[src/rtl/display_scan.sv]
// display_scan: four-digit seven-segment scanner with per-frame digit snapshot.
// Optional leading-hour-zero blanking via SCAN_LZ_BLANK_EN.
module display_scan #(
  parameter int SCAN_DIV     = 50000,
  parameter int BLINK_FRAMES = 64
) (
  input  logic        clk,
  input  logic        rst_n,
  input  logic        enable,
  input  logic [15:0] digits,
  input  logic [3:0]  dp_mask,
  input  logic [3:0]  blink_mask,
  output logic [1:0]  sel,
  output logic [3:0]  bcd,
  output logic        dp,
  output logic        blank,
  output logic        frame_start
);

  localparam int PW = $clog2(SCAN_DIV);
  localparam int FW = (BLINK_FRAMES > 1) ? $clog2(BLINK_FRAMES) : 1;
  localparam logic [PW-1:0] P_LAST = PW'(SCAN_DIV - 1);
  localparam logic [FW-1:0] F_LAST = FW'(BLINK_FRAMES - 1);

  logic [PW-1:0] pcnt;
  logic [15:0]   shadow;
  logic [FW-1:0] fcnt;
  logic          blinkPhase;

  logic          tick;
  logic          wrap;
  logic          phaseNext;
  logic          lzNext;
  logic [1:0]    selNext;
  logic [15:0]   shadowNext;
  logic [3:0]    bcdNext;

  always_comb begin
    tick       = enable && (pcnt == P_LAST);
    selNext    = sel + 2'd1;
    wrap       = tick && (sel == 2'd3);
    // slot 0 of a new frame must already show the fresh snapshot
    shadowNext = wrap ? digits : shadow;
    phaseNext  = blinkPhase ^ (wrap && (fcnt == F_LAST));
    bcdNext    = shadowNext[{selNext, 2'b00} +: 4];
`ifdef SCAN_LZ_BLANK_EN
    lzNext     = (selNext == 2'd3) && (shadowNext[15:12] == 4'd0);
`else
    lzNext     = 1'b0;
`endif
  end

  always_ff @(posedge clk or negedge rst_n) begin
    if (!rst_n) begin
      pcnt        <= '0;
      sel         <= 2'd0;
      shadow      <= 16'd0;
      fcnt        <= '0;
      blinkPhase  <= 1'b0;
      bcd         <= 4'd0;
      dp          <= 1'b0;
      blank       <= 1'b1;
      frame_start <= 1'b0;
    end else if (!enable) begin
      pcnt        <= '0;
      blank       <= 1'b1;
      frame_start <= 1'b0;
    end else begin
      frame_start <= wrap;
      if (tick) begin
        pcnt       <= '0;
        sel        <= selNext;
        shadow     <= shadowNext;
        blinkPhase <= phaseNext;
        bcd        <= bcdNext;
        dp         <= dp_mask[selNext];
        blank      <= (phaseNext && blink_mask[selNext]) || lzNext;
        if (wrap) begin
          fcnt <= (fcnt == F_LAST) ? '0 : fcnt + 1'b1;
        end
      end else begin
        pcnt <= pcnt + 1'b1;
      end
    end
  end

endmodule

[config.mk]
export PLATFORM = sky130hd
export DESIGN_NAME = display_scan
export DESIGN_NICKNAME = d
export VERILOG_FILES = /design/src/rtl/display_scan.sv
export SDC_FILE = /design/constraint.sdc
export NUM_CORES = 1
export LEC_CHECK = 0
export ABC_AREA = 1
export CAP_MARGIN = 20
export CORE_MARGIN = 3
export CORE_UTILIZATION = 45
export CTS_BUF_LIST = sky130_fd_sc_hd__clkbuf_2
export CTS_CLUSTER_DIAMETER = 30
export CTS_CLUSTER_SIZE = 12
export DETAILED_ROUTE_END_ITERATION = 10
export MAX_ROUTING_LAYER = met4
export PLACE_DENSITY = 0.68
export SYNTH_ARGS = -nofsm -noshare
export SYNTH_HDL_FRONTEND = slang
export SYNTH_SLANG_ARGS = --single-unit
[constraint.sdc]
create_clock -name clk -period 4.4 [get_ports clk]
set_input_delay 0.44 -clock clk [delete_from_list [all_inputs] [get_ports clk]]
set_output_delay 0.44 -clock clk [all_outputs]
set_load 0.05 [all_outputs]
; Word level (Yosys, flattened, before mapping)
; Cells that the tools add are included.
; Widths: inputs -> output; s select.
[word_totals]
ff_bits = 48
latch_bits = 0
mem_bits_rw = 0
mem_bits_ro = 0
inputBits = 27
out_inout_bits = 9
elab_cells = 36
mem_count = 0
[classes]
addsub = 3
mul = 0
div = 0
n_lt_le_gt_ge = 1
n_eq_ne = 4
n_shift = 1
muxes = 11
bitwise = 1
n_reduce_logical = 6
[op_table]
columns = cell, n
row1 = $mux 16, 3
row2 = $add 16x1->16 const B, 1
row3 = $eq 16x16->1 const B, 1
row4 = $shiftx 16x5->4, 1
row5 = $add 6x1->6 const B, 1
row6 = $eq 6x6->1 const B, 1
row7 = $mux 6, 1
row8 = $mux 1, 5
row9 = $bmux 1 s2, 2
row10 = $logic_and 1x1->1, 4
row11 = $lt 2x3->1 const B, 1
row12 = $reduce_and 3->1, 1
row13 = $add 2x1->2 const B, 1
row14 = $eq 2x2->1 const B, 1
row15 = $ne 2x1->1 const B, 1
row16 = $reduce_and 2->1, 1
row17 = $xor 1x1->1, 1

; Longest topological paths before layout
[logic_depth]
word_depth = 8
ltp_mapped = 13
mapped_depth_nobuf = 12

; Least setup slack after synthesis
; OpenSTA, ideal clock, no wires.
[synth_path]
path_type = reg-to-reg
startpoint = reg sel[0]
endpoint = reg bcd[1]
setup_ns = 0.118
arrival_time_ns = 1.723
required_time_ns = 4.282
path_slack_ns = 2.560
path_stages_with_launch = 10
path_buffers = 1
period_less_slack_ns = 1.840
cell_sequence = dfrtp_1 > ha_1 > nand4_4 > buf_6 > nand2_1 > nand3_1 > nand3_1 > nand2_1 > nand2_1 > nand2_1
[synth_between]
elab_chain_len = 4
word_cells_on_any_way = 5
cone_classes = add/sub: 1 / eq/ne: 1 / shift: 1 / mux: 1 / reduce/logical: 1
[synth_rtl]
columns = element, line_no
row1 = from (decl), 13  ; output logic [1:0] sel,
row2 = from (signal assigned), 72  ; sel <= selNext;
row3 = $eq 2x2->1, 41  ; wrap = tick && (sel == 2'd3);
row4 = $logic_and 1x1->1, 41
row5 = $mux 16, 43  ; shadowNext = wrap ? digits : shadow;
row6 = $shiftx 16x5->4 (*), 45  ; bcdNext = shadowNext[{selNext, 2'b00} +: 4];
row7 = to (signal assigned), 75  ; bcd <= bcdNext;
row8 = to (decl), 14  ; output logic [3:0] bcd,
; Mark *: on every way between the ends. The rest lies on a longest branch, timed or not.
; A chain may end at the register's enable or synchronous reset.

; Worst setup path after layout
[layout_path]
startpoint = reg sel[0]
endpoint = out sel[0]
; No word-level cell between the ends.

==> summary.md <==
| Metric | Value |
|---|---|
| Outcome | finished, final reports clean |
| Fin crit share | 0.5659 |
| Die span in y | approximately 81 um |
| Post-synthesis cell area | 2529 um2 |
| Syn_area_per_cell | between 8 and 9 um2 |
| Drt drc | 0 |
| Vias post-DR | slightly above 2000 |
| Max-slew violation count | 0 |
| Mux cell area share after synthesis | 0 |
| Maximum vdd drop | roughly 180 uV |
| Setup TNS | 0 ns |
| Crit. End Element | output port |
| Sequential power share | 0.665 |
| Bufs on Longest Clock Path | 2 |
| Final hold violations | 0 |
| Finished Layout Cells | a little over 400 |
| Rows | 26 |
| Detail Route Antenna Nets | 0 |
| CTS tree | done |
| Synth unique cells | 36 |
| Critical path's slowest cell | clkdlybuf4s50_1 |
| Pre-CTS WS | 1.972 ns |
| 1st-pass router iterations | 4 |
| Hold buffer count at cts | 0 |
| GPL Wtd Cong | 0.8555 |
| Nets | 367 |
| Setup violators final | 0 |
| GRT Residual Overflow | 0 |
| Worst EP arrival | ~2.1 ns |
| Sw frac | 0.2343 |
| Placed insts | about 400 |
| First-pass GRT wire length | just over 9 mm |
| Critical Path Fanout Max | 15 |
| Combinational family with the most area after synthesis | simple AND/OR/NAND/NOR gates |
| Syn-to-layout area delta | 17.42% |
| Complex-gate fraction of the synthesized area | 0.05393 |
| Internal power | between 0.5 and 0.6 mW |
| Crit path required time | just under 4 ns |
| Full die area | between 6000 and 7000 um2 |
| DR vias/cell | roughly 5 |
| Vias in the first global route | 1933 |
| Clk slew on worst S/H paths | about 0.23 ns |
| Pin count of the biggest net entering global routing | just under 50 |
| Htree depth | 2 |
| Critical path launch point type | flop |
| Tightest Hold Check Type | primary input to async pin |
| I/O Buffers | 35 |
| CTS sink cnt | 48 |
| Post-detailed-placement half-perimeter wirelength | 3.947 mm |
| Final antenna diode count | 0 |
| Clock latency on the worst-skew pair | 0.41 ns |
| RSZ-0062 raised after global routing | no |
| Initial antenna violation count | 0 |
| Cts bufs inserted | 5 |
| PD cells | about 230 nW/um2 |
| Root buffer cell | clkbuf_2 |
| Syn Inst Count | around 300 |
| Combinational power share | 0.074 |
| CP Buf/Inv Count | 1 |
| Simple-Gate Fraction of Synth Area | 0.3746 |
| Sequential-to-total area share from yosys stat | 0.4755 |
| Initial DRC count | approximately 130 |
| Fin worst setup slack | 1.910 ns |
| Layout cell share with drive strength beyond 1 | 0.1361 |
| Routed WL | roughly 5.4 mm |
| Synth Area in XOR/XNOR | 0.02029 |
| Fmax | ~400 MHz |
| Yosys warns | 0 |
| Post-synth top flop | dfrtp_1 |
| Static leakage | 1.432 nW |
| Number of flops mapped to enable cells by yosys | 0 |
| Max-Cap Viols | 0 |
| Async set-reset flop share out of synthesis | 1.000 |
| Top delay family on crit path | buffers and inverters |
| Post_cts resized | 0 |
| Sw Pwr | 0.1575 mW |
| Slew margin rel. | 0.5743 |
| Critical path, cell by cell | clkdlybuf4s50_1 |
| Final core occ | 0.5634 |
| Setup bufs post-CTS | 0 |
| Initial Util | 0.4798 |
| Critical path class | flop to output port |
| Peak per-stage delay on the critical path | between 0.9 and 1 ns |
| Wire per inst | roughly 13 um |
| Transition time of the tightest slew-check pin | about 0.64 ns |
| Yosys reg bits | 48 |
| Minimum clock period after layout | ~2.5 ns |
| Ports | 36 |
| Adder-cell share of the synthesized area | 0.01484 |
| Clk_skew | 0.01861 ns |
| Clk network pwr share | 0.260 |
| GR Util All Layers | 0.1873 |
| Die Wd | 80.96 um |
| Syn Nets | about 330 |
| Area of the core | approximately 5300 um2 |
-- area by class of cell --
class	instances	area (um2)
Timing Repair Buffer	37	375.4
Sequential cell	48	1202
Tap cell	70	87.58
Inverter	24	91.34
Multi-Input combinational cell	221	1172
Clock inverter	1	5.005
Fill cell	501	2301
Clock buffer	7	35.03
-- metal layers --
layer,global-route usage,share of wire,up-vias
li1,-,-,1064
met1,0.2580,0.49,953
met2,0.2750,0.47,33
met3,0.03769,0.025,8
met4,0.06588,0.012,0
met5,-,0,-
-- stage by stage --
stage / hold slack [ns] / instance area, um2 / total power [mW]
final: 0.3696 / 2969 / 0.6723
after global routing: 0.3336 / 2969 / 0.7055
after CTS: 0.1931 / 2939 / 0.6755
after detailed placement: 0.4621 / 2899 / 0.5025
after global placement: 0.4573 / 2899 / 0.5025
after floorplan: 0.1444 / 2529 / 0.4658
-- cells in the mapped netlist (2+ instances only) --
| library cell | number | area (um2) |
|---|---|---|
| nand2_1 | 79 | 296.5 |
| dfrtp_1 | 47 | 1176 |
| nand3_1 | 34 | 170.2 |
| nor2_1 | 26 | 97.59 |
| inv_1 | 21 | 78.83 |
| nand2_2 | 15 | 93.84 |
| a21oi_1 | 9 | 45.04 |
| nor3_1 | 6 | 30.03 |
| nor4_1 | 6 | 37.54 |
| o21ai_0 | 6 | 30.03 |
| nand4_1 | 5 | 31.28 |
| nor2_4 | 5 | 56.30 |
| ha_1 | 3 | 37.54 |
| nor2_2 | 3 | 18.77 |
| nor3b_1 | 3 | 22.52 |
| xor2_1 | 3 | 26.28 |
| a31oi_1 | 2 | 12.51 |
| buf_4 | 2 | 15.01 |
| buf_6 | 2 | 22.52 |
| inv_2 | 2 | 7.510 |
| nand3_4 | 2 | 35.03 |
| nor3_2 | 2 | 20.02 |
| o21a_1 | 2 | 15.01 |
| o22ai_1 | 2 | 12.51 |
-- path summary, 6_finish.rpt --
kind / start / to / slack, ns / cells after the start
setup / recovery: sel[0] / sel[0] / 1.91 / 1
hold / removal: rst_n / pcnt[0] / 0.37 / 2
setup reg to reg: sel[0] / bcd[1] / 2.03 / 9
hold reg to reg: shadow[8] / shadow[8] / 0.50 / 2
max in group asynchronous: rst_n / blank / 3.52 / 3
min in group clk: shadow[8] / shadow[8] / 0.50 / 2
-- power groups by stage --
stage	registers [mW]	clock network [mW]	logic, mW
floorplan	0.456	0	0.00967
CTS	0.447	0.180	0.0478
global route	0.448	0.203	0.0546
finish	0.447	0.175	0.0499
global placement	0.455	0	0.0479
detailed placement	0.455	0	0.0477
-- registers in the layout (all words and copies together) (netlist names) --
signal       flops
shadow          16
pcnt            16
bcd              4
dp               1
frame_start      1
blank            1
fcnt             6
sel              2
blinkPhase       1
-- placed cells by master (no fill, tap or decap), types with 2 or more instances in the layout --
cell type	Yosys	routed
ha_1	3	3
nand3_4	2	2
o21a_1	2	2
xor2_1	3	3
nand2_1	79	79
clkbuf_2	0	7
nor3_2	2	2
nand2_2	15	15
nor4_1	6	6
clkinv_2	1	2
nor2_1	26	26
dfrtp_1	47	47
o22ai_1	2	2
inv_2	2	2
nand3_1	34	34
nand4_1	5	5
nor3_1	6	6
clkdlybuf4s50_1	0	34
nor2_2	3	3
nor3b_1	3	3
a21oi_1	9	9
inv_1	21	21
o21ai_0	6	6
nor2_4	5	5
a31oi_1	2	2
-- logic make-up after synthesis --
logic type | after synthesis
AO/OA/AOI/OAI | 24
XOR/XNOR | 5
adder cells (fa/ha/maj) | 3
buffers and inverters | 30
flip-flops | 48
AND/OR/NAND/NOR | 189
Power figures use the tool's default switching activity.
